## config.mk

```make
export PLATFORM = sky130hd
export DESIGN_NAME = demo_ctrl
export DESIGN_NICKNAME = d
export VERILOG_FILES = /design/src/rtl/demo_pkg.sv /design/src/rtl/key_debounce.sv /design/src/rtl/demo_ctrl.sv
export SDC_FILE = /design/constraint.sdc
export NUM_CORES = 1
export LEC_CHECK = 0
export ABC_AREA = 1
export BUFFER_PORTS_ARGS = -buffer_cell sky130_fd_sc_hd__buf_2
export CORE_AREA = 5 5 135 137
export CTS_CLUSTER_SIZE = 10
export DETAILED_ROUTE_END_ITERATION = 6
export DIE_AREA = 0 0 140 142
export SETUP_SLACK_MARGIN = 0.5
export SKIP_LAST_GASP = 1
export SYNTH_ARGS = -nofsm -noshare
export SYNTH_HDL_FRONTEND = slang
export SYNTH_HIERARCHICAL = 1
export SYNTH_SLANG_ARGS = --single-unit
```

## constraint.sdc

```tcl
create_clock -name clk -period 1.7 [get_ports clk]
set_input_delay 0.255 -clock clk [delete_from_list [all_inputs] [get_ports clk]]
set_output_delay 0.255 -clock clk [all_outputs]
set_load 0.01 [all_outputs]
```

## src/rtl/demo_pkg.sv

```systemverilog
// Shared definitions for the demo board front-panel controller.
//   - mstate_e : per-master request state (IDLE / REQ)
//   - SEG_BLANK: active-low segment pattern for a dark digit
//   - data_w() : operand width derived from the number of hex digits
//   - hex7seg(): nibble to active-low 7-segment pattern, bit order gfedcba
package demo_pkg;

   typedef enum logic {
      IDLE = 1'b0,
      REQ  = 1'b1
   } mstate_e;

   localparam logic [6:0] SEG_BLANK = 7'h7F;

   // One nibble per digit, so the operand is exactly as wide as the display.
   function automatic int data_w(input int num_hex);
      return 4 * num_hex;
   endfunction

   function automatic logic [6:0] hex7seg(input logic [3:0] v);
      logic [6:0] seg;
      case (v)
         4'h0:    seg = 7'h40;
         4'h1:    seg = 7'h79;
         4'h2:    seg = 7'h24;
         4'h3:    seg = 7'h30;
         4'h4:    seg = 7'h19;
         4'h5:    seg = 7'h12;
         4'h6:    seg = 7'h02;
         4'h7:    seg = 7'h78;
         4'h8:    seg = 7'h00;
         4'h9:    seg = 7'h10;
         4'hA:    seg = 7'h08;
         4'hB:    seg = 7'h03;
         4'hC:    seg = 7'h46;
         4'hD:    seg = 7'h21;
         4'hE:    seg = 7'h06;
         default: seg = 7'h0E;
      endcase
      return seg;
   endfunction

endpackage

```

## src/rtl/key_debounce.sv

```systemverilog
// Debouncer for one active-low push key.
//   clk     : system clock
//   rst     : synchronous reset, active-high
//   key_n_i : raw key, active-low, asynchronous to clk
//   press_o : one-cycle pulse when the debounced level goes released -> pressed
// The raw key is brought in through a two-flop synchroniser. The debounced
// level only follows the synchronised key after it has differed for
// DEB_CYCLES consecutive cycles; any return to the debounced level restarts
// the count, so shorter glitches are swallowed.
module key_debounce #(
   parameter int DEB_CYCLES = 16
) (
   input  logic clk,
   input  logic rst,
   input  logic key_n_i,
   output logic press_o
);

   localparam int CNT_W = (DEB_CYCLES > 2) ? $clog2(DEB_CYCLES) : 1;
   localparam logic [CNT_W-1:0] CNT_LAST = CNT_W'(DEB_CYCLES - 1);

   logic             sync1_q;
   logic             sync2_q;
   logic             stable_q;
   logic             stable_d;
   logic [CNT_W-1:0] cnt_q;
   logic [CNT_W-1:0] cnt_d;

   // The press pulse is raised in the cycle the new level is committed, so
   // downstream logic sees it on the same edge that stable_q flips.
   always_comb begin
      cnt_d    = '0;
      stable_d = stable_q;
      press_o  = 1'b0;
      if (sync2_q != stable_q) begin
         if (cnt_q == CNT_LAST) begin
            stable_d = sync2_q;
            press_o  = ~sync2_q;
         end else begin
            cnt_d = cnt_q + CNT_W'(1);
         end
      end
   end

   always_ff @(posedge clk) begin
      if (rst) begin
         sync1_q  <= 1'b1;
         sync2_q  <= 1'b1;
         stable_q <= 1'b1;
         cnt_q    <= '0;
      end else begin
         sync1_q  <= key_n_i;
         sync2_q  <= sync1_q;
         stable_q <= stable_d;
         cnt_q    <= cnt_d;
      end
   end

endmodule

```

## src/rtl/demo_ctrl.sv

```systemverilog
// Front-panel controller for system-bus demo boards.
//   clk       : system clock
//   rst       : synchronous reset, active-high
//   keysn     : raw active-low keys (key i < NUM_MASTERS launches master i,
//               key NUM_MASTERS toggles the display mode, others unused)
//   sws       : raw slide switches; low DATA_W bits are the operand
//   m_ready   : master i accepts its pending start this cycle
//   m_start   : level start request to master i, held until accepted
//   m_data    : operand for master i, slice [i*DATA_W +: DATA_W]
//   m_drop    : sticky flag, a press on key i arrived while request i pending
//   disp_mode : 0 = display live switches, 1 = display last launched operand
//   hex       : active-low 7-segment digits, digit d = [d*7 +: 7], gfedcba
module demo_ctrl
   import demo_pkg::*;
#(
   parameter int NUM_KEYS    = 4,
   parameter int NUM_MASTERS = 2,
   parameter int SW_W        = 18,
   parameter int NUM_HEX     = 4,
   parameter int DEB_CYCLES  = 16,
   localparam int DATA_W     = data_w(NUM_HEX)
) (
   input  logic                          clk,
   input  logic                          rst,
   input  logic [NUM_KEYS-1:0]           keysn,
   input  logic [SW_W-1:0]               sws,
   input  logic [NUM_MASTERS-1:0]        m_ready,
   output logic [NUM_MASTERS-1:0]        m_start,
   output logic [NUM_MASTERS*DATA_W-1:0] m_data,
   output logic [NUM_MASTERS-1:0]        m_drop,
   output logic                          disp_mode,
   output logic [NUM_HEX*7-1:0]          hex
);

   logic [NUM_KEYS-1:0]                     key_press;
   logic [DATA_W-1:0]                       sw_s1_q;
   logic [DATA_W-1:0]                       sw_s2_q;
   mstate_e                                 state_q [NUM_MASTERS];
   mstate_e                                 state_d [NUM_MASTERS];
   logic [NUM_MASTERS-1:0][DATA_W-1:0]      data_q;
   logic [NUM_MASTERS-1:0][DATA_W-1:0]      data_d;
   logic [NUM_MASTERS-1:0]                  drop_q;
   logic [NUM_MASTERS-1:0]                  drop_d;
   logic [NUM_MASTERS-1:0]                  xfer;
   logic [DATA_W-1:0]                       last_q;
   logic [DATA_W-1:0]                       last_d;
   logic                                    mode_q;
   logic                                    mode_d;
   logic [DATA_W-1:0]                       disp_src;
   logic [NUM_HEX*7-1:0]                    hex_q;
   logic [NUM_HEX*7-1:0]                    hex_d;
   logic                                    unused_inputs;

   for (genvar k = 0; k < NUM_KEYS; k++) begin : g_key
      key_debounce #(
         .DEB_CYCLES(DEB_CYCLES)
      ) u_deb (
         .clk     (clk),
         .rst     (rst),
         .key_n_i (keysn[k]),
         .press_o (key_press[k])
      );
   end

   // Spare keys and switches above the operand width are intentionally idle.
   assign unused_inputs = ^{key_press, sws};

   always_comb begin
      for (int i = 0; i < NUM_MASTERS; i++) begin
         state_d[i] = state_q[i];
         data_d[i]  = data_q[i];
         drop_d[i]  = drop_q[i];
         xfer[i]    = 1'b0;
         case (state_q[i])
            IDLE: begin
               if (key_press[i]) begin
                  state_d[i] = REQ;
                  data_d[i]  = sw_s2_q;
               end
            end
            REQ: begin
               // A repeat press is only flagged; the pending operand is kept.
               if (key_press[i]) begin
                  drop_d[i] = 1'b1;
               end
               if (m_ready[i]) begin
                  state_d[i] = IDLE;
                  xfer[i]    = 1'b1;
               end
            end
            default: state_d[i] = IDLE;
         endcase
      end

      // Walk from the top down so the lowest transferring index wins.
      last_d = last_q;
      for (int i = NUM_MASTERS - 1; i >= 0; i--) begin
         if (xfer[i]) begin
            last_d = data_q[i];
         end
      end

      mode_d   = mode_q ^ key_press[NUM_MASTERS];
      disp_src = mode_q ? last_q : sw_s2_q;
      hex_d    = '0;
      for (int d = 0; d < NUM_HEX; d++) begin
         hex_d[d*7 +: 7] = hex7seg(disp_src[d*4 +: 4]);
      end
   end

   always_comb begin
      for (int i = 0; i < NUM_MASTERS; i++) begin
         m_start[i] = (state_q[i] == REQ);
      end
   end

   assign m_data    = data_q;
   assign m_drop    = drop_q;
   assign disp_mode = mode_q;
   assign hex       = hex_q;

   always_ff @(posedge clk) begin
      if (rst) begin
         sw_s1_q <= '0;
         sw_s2_q <= '0;
         for (int i = 0; i < NUM_MASTERS; i++) begin
            state_q[i] <= IDLE;
         end
         data_q <= '0;
         drop_q <= '0;
         last_q <= '0;
         mode_q <= 1'b0;
         hex_q  <= {NUM_HEX{SEG_BLANK}};
      end else begin
         sw_s1_q <= sws[DATA_W-1:0];
         sw_s2_q <= sw_s1_q;
         for (int i = 0; i < NUM_MASTERS; i++) begin
            state_q[i] <= state_d[i];
         end
         data_q <= data_d;
         drop_q <= drop_d;
         last_q <= last_d;
         mode_q <= mode_d;
         hex_q  <= hex_d;
      end
   end

endmodule

```

Yosys cells after proc, flatten, opt, wreduce, memory -nomap -nowiden
Memories as Yosys holds them, arrays and structs flattened. A register that Yosys moved wholly into a read port is not among the register bits.
Index checks and enable logic that the tools add are counted.
W data, S select, Z words.

operators by class
  add/sub/neg operators = 3
  equal/unequal tests = 6
  muxes and demuxes = 24
  bitwise logic cells = 11
  reduce and logical (&&, ||, !) cells = 11

operators by type and width
  operator               number
  $mux W16               3
  $mux W1                19
  $reduce_and A2 Y1      7
  $add A4 B1 Y4 const B  3
  $eq A4 B4 Y1 const B   3
  $reduce_or A3 Y1       3
  $not A1 Y1             8
  $pmux W1 S2            2
  $ne A1 B1 Y1           3
  $or A1 B1 Y1           2
  $reduce_bool A2 Y1     1
  $xor A1 B1 Y1          1

storage, ports and cells
  register bits after elaboration = 104
  memory bits (writable) = 2
  memory bits (read-only) = 448
  input port bits = 26
  output and inout bits = 65
  word-level logic and storage cells = 80
  memories kept = 5

memories
  memory           words  width  rd ports  clocked after memory_dff  wr ports  line             text
  (no name shown)  16     7      1         1                         0         demo_pkg.sv:22   case (v)
  (no name shown)  16     7      1         1                         0         demo_pkg.sv:22
  (no name shown)  16     7      1         1                         0         demo_pkg.sv:22
  (no name shown)  16     7      1         1                         0         demo_pkg.sv:22
  state_q          2      1      2         0                         2         demo_ctrl.sv:38  mstate_e state_q [NUM_MASTERS];

Depth between registers and ports, before layout
  depth after elaboration = 6
  gate-level depth with buffers = 10

By module
The synthesis kept the hierarchy.

modules (own cells, without submodules)
  module        times used  cells an instance  area an instance (µm²)
  demo_ctrl     1           658                4917.2
  key_debounce  3           30                 272.8

Worst setup path before layout
Ideal clock, no wire load.

  kind = flip-flop to flip-flop
  from = reg g_key[1].u_deb.cnt_q[0]
  to = reg data_q, in the netlist m_data[16]
  library setup time = 121 ps
  data arrival time = 1494 ps
  data required time = 1579 ps
  path slack = 86 ps
  cell stages (with the launch flop) = 9
  path buffers = 0
  period minus slack after synthesis = 1614 ps
  cells stage by stage = dfxtp_1 > ha_1 > nand3_2 > nor3_1 > inv_1 > nor2_1 > inv_1 > o21ai_0 > a21oi_1

between the ends
  longest elaborated chain between the ends = 4

RTL lines
  element                      line                text
  start, declared              key_debounce.sv:26  logic [CNT_W-1:0] cnt_q;
  start signal, assigned       key_debounce.sv:55  cnt_q <= cnt_d;
  $eq A4 B4 Y1                 key_debounce.sv:36  if (cnt_q == CNT_LAST) begin
  $mux W1                      key_debounce.sv:36
  $mux W1                      key_debounce.sv:35  if (sync2_q != stable_q) begin
  net key_press[1]             demo_ctrl.sv:35     logic [NUM_KEYS-1:0] key_press;
  $reduce_and A2 Y1 (no line)  --
  end signal, assigned         demo_ctrl.sv:140    data_q <= data_d;
  end, declared                demo_ctrl.sv:40     logic [NUM_MASTERS-1:0][DATA_W-1:0] data_q;

The timed path passes the listed nets, and every way through them passes these cells.
A chain may end at the register's enable or synchronous reset.

Final worst setup path
  from = reg mode_q, in the netlist disp_mode
  to = reg hex_q[0], in the netlist hex[0]

between the ends
  longest elaborated chain between the ends = 1

RTL lines
  element                 line              text
  start, declared         demo_ctrl.sv:47   logic mode_q;
  start signal, assigned  demo_ctrl.sv:143  mode_q <= mode_d;
  $mux W16                demo_ctrl.sv:104  disp_src = mode_q ? last_q : sw_s2_q;
  end, declared           demo_ctrl.sv:50   logic [NUM_HEX*7-1:0] hex_q;

No other way between the ends.

==> results.rst <==
.. list-table::
   :header-rows: 1

   * - Metric
     - Value
   * - Cell taking the most area after synthesis
     - dfxtp_1
   * - Global-route wire length before repair
     - 24700 um
   * - Top cell type's share of synthesized area
     - 46.8%
   * - WL/cell
     - 13.5 um
   * - Sum of routed wire length over all layers
     - 15300 um
   * - Fill cell total of the finished layout
     - 1588
   * - Pins Over Slew Limit
     - 0
   * - Unique masters post-synth
     - 28
   * - Via count of the first global-routing pass
     - 5021
   * - Gate count after technology mapping
     - 748
   * - Signal arrival time at the worst endpoint
     - 1860 ps
   * - Total inserted antenna cells
     - 0
   * - Sequential area share after synthesis
     - 46.8%
   * - Max Cap Viol
     - 0
   * - Clock insertion delay at the later pin of the skew report
     - 420 ps
   * - Min-Delay Path Class
     - in -> reg
   * - Crit path launch type
     - flop
   * - Placed cell count
     - 1054
   * - Die area
     - 19900 um^2
   * - Layout cell share with drive strength beyond 1
     - 41.4%
   * - Routability-driven placement congestion ratio
     - 0.836
   * - Static leakage
     - 3.70 nW
   * - Max-Slew Margin vs Limit
     - 79.4%
   * - Final net count
     - 951
   * - Count of flip-flops with a built-in enable after synthesis
     - 0
   * - Period Utilization, post-route
     - 88.7%
   * - Chip Width
     - 140 um
   * - Post-route ant nets
     - 0
   * - Global route overflow
     - 0
   * - Buffers from clock root to sink, at most
     - 2
   * - Area of the core region
     - 16900 um^2
   * - First drt pass iteration count
     - 5
   * - Fraction of the core area covered by cells at the end of the flow
     - 50.4%
   * - Critical setup path kind
     - reg -> reg
   * - Number of nets produced by synthesis
     - 801
   * - Maximum number of pins on one net before global-route repair
     - 50
   * - Kind of end point of the critical path
     - flop
   * - Mean cell area of the mapped netlist
     - 7.67 um^2
   * - Netlist Area Pre-Place
     - 5740 um^2
   * - Via density per instance
     - 4.57
   * - Total of flip-flops plus latches after synthesis
     - 134
   * - Reg2Reg Setup Slack
     - 190 ps
   * - Required time of the critical path
     - 2050 ps
   * - Post-Route Skew
     - 10.9 ps
   * - Number of hold-slack violations in the final timing report
     - 0
   * - Antenna violations before repair
     - 0
   * - Startpoint of the lowest-slack register-to-register path
     - disp_mode
   * - Top fanout value on the critical path
     - 8
   * - RSZ-0062 raised after global routing
     - true
   * - Synth-to-layout area growth
     - 48.7%
   * - Number of clock sinks seen by CTS
     - 134
   * - Hold path start
     - keysn[2]
   * - Destination of the worst register-to-register timing path
     - hex[0]
   * - Worst Max-Slew Pin Slew
     - 308 ps
   * - Root buf cell
     - clkbuf_16
   * - # DRC
     - 0
   * - Detailed-placement wirelength estimate
     - 9810 um
   * - Number of warnings printed during yosys synthesis
     - 6
   * - Final Non-Filler Cells
     - 1136
   * - Crit-path max cell delay
     - 360 ps
   * - Starting density of the core
     - 33.9%
   * - Worst IR drop on VDD
     - 0.671 mV
   * - Power density normalized to cell area
     - 886 nW/um^2
   * - Hold Path Cell Cnt
     - 2
   * - Shortest clock period the worst path allows after layout
     - 1510 ps
   * - Number of cells on the worst reg-to-reg path
     - 8
   * - Vertical die dimension
     - 142 um
   * - Placement row count
     - 48
   * - Overall via count from detail_route
     - 5188
   * - Result of the run
     - finished, final reports clean
   * - Number of buffers added by the clock tree synthesis step
     - 17
   * - CTS tree
     - yes
   * - Top area cells in the synthesized netlist
     - dfxtp_1 (47%), nand2_1 (11%), inv_1 (6.3%), ha_1 (5.9%), a21oi_1 (5.1%)
   * - Final setup viols
     - 0
   * - Gr usage total
     - 15.5%
   * - Leading register cell type out of synthesis
     - dfxtp_1
   * - Hold endpoint
     - g_key[2].u_deb/sync1_q
   * - Count of boundary I/O pins
     - 91
   * - Critical-path cell with the highest stage delay
     - dfxtp_4
   * - Cell type with the highest occurrence count on the critical path
     - nand3_1
   * - Number of buffer cells added on primary ports
     - 87
   * - Clock transition at the registers of the reported paths
     - 60 ps
   * - Worst-case hold slack
     - 32.8 ps
   * - Fmax
     - 0.663 GHz
   * - DR iter-0 viols
     - 219
   * - Leading cell types in the layout, fill and taps excluded
     - nand2_1 (140), dfxtp_1 (98), inv_1 (85), nor2_1 (73), buf_2 (67)
   * - CP cell instances
     - buf_12, inv_8, o21ai_4, ha_2, inv_1, nand3_1, nand3_1, nand3_2
   * - Final TNS setup
     - 0 ps
   * - Power Total
     - 7.55 mW
   * - Leading cell type in the layout, fill and taps excluded
     - nand2_1
   * - Depth of the CTS H-tree
     - 4
   * - Synth async-reset ratio
     - 0%
==> cell usage after synthesis (all sizes together), types with 4 or more instances <==
cell type,n
nand2,174
or2,9
nand3,52
o211ai,18
inv,99
clkbuf,9
a21oi,58
ha,27
nor2,79
buf,18
xnor2,4
dfxtp,134
o21ai,54
nand4,6
==> metal layers <==
metal	routed length [um]	up-vias	share of wire [%]	global-route usage [%]
li1	-	2694	-	-
met4	302	0	2.0	5.10
met2	7200	123	47	25.9
met5	0	-	0	0
met1	7020	2349	46	19.3
met3	778	22	5.1	4.44
==> stage by stage <==
step / setup slack [ps] / instance area [um^2]
4_1_cts: 220 / 8160
3_3_place_gp: 109 / 6630
2_1_floorplan: 272 / 5900
6_report: 192 / 8530
3_5_place_dp: 62.7 / 6630
5_1_grt: 122 / 8530
==> where the power goes <==
group	internal (mW)	switching, mW
Sequential	3.23	0.0356
Combinational	0.205	0.308
Clock	2.37	1.41
==> layout make-up <==
| type | count | area [um^2] | area share (%) |
|---|---|---|---|
| sequential | 134 | 2750 | 32.2 |
| timing repair inverter | 2 | 17.5 | 0.205 |
| clock buffer | 19 | 443 | 5.19 |
| multi-input combinational | 490 | 3240 | 38.0 |
| clock inverter | 13 | 168 | 1.97 |
| timing repair buffer | 154 | 1240 | 14.5 |
| tap | 225 | 282 | 3.30 |
| inverter | 99 | 392 | 4.59 |
==> kinds of logic (layout without fill, tap and decap cells) <==
kind of cell / after synthesis / count (layout) / share of synthesized area, %
flip-flops: 134 / 134 / 46.8
AO/OA/AOI/OAI: 131 / 131 / 13.3
buffers and inverters: 126 / 287 / 8.99
AND/OR/NAND/NOR: 326 / 328 / 24.4
XOR/XNOR: 4 / 4 / 0.611
adder cells (fa/ha/maj): 27 / 27 / 5.89
==> worst max-delay path: cells and delay by family, from the launching register on <==
family / cells / cell delay [ps]
flops: 1 / 360
fa+ha+maj: 1 / 250
buf+inv: 3 / 260
compound gates: 1 / 250
simple gates: 3 / 310
==> state kept, by name, summed over array words and instances, names as in the netlist <==
register              flops
disp_mode                 1
g_key.u_deb/cnt_q        12
g_key.u_deb/stable_q      3
g_key.u_deb/sync1_q       3
g_key.u_deb/sync2_q       3
hex                      28
last_q                   16
m_data                   32
m_drop                    2
state_q                   2
sw_s1_q                  16
sw_s2_q                  16
==> repair_timing <==
action                                  in CTS  in global routing
endpoints found under the setup margin      94                 97
hold endpoints to repair                     1                  0
hold buffers                                 1                  0
gates cloned                                 7                  0
buffers inserted                            33                  9
gates resized for setup                    161                 82
pin swaps                                   38                 23
==> worst max path at each step <==
stage | start | slack, ps | cells past startpoint | end
floorplan | disp_mode | 270 | 9 | hex[14]
global placement | g_key[0].u_deb/cnt_q[0] | 110 | 8 | m_data[10]
detailed placement | g_key[0].u_deb/cnt_q[0] | 60 | 8 | m_data[7]
CTS | disp_mode | 220 | 8 | hex[15]
global route | g_key[0].u_deb/cnt_q[0] | 120 | 8 | m_data[7]
finish | disp_mode | 190 | 8 | hex[0]
Note: power is estimated with default switching activity, not from simulation.
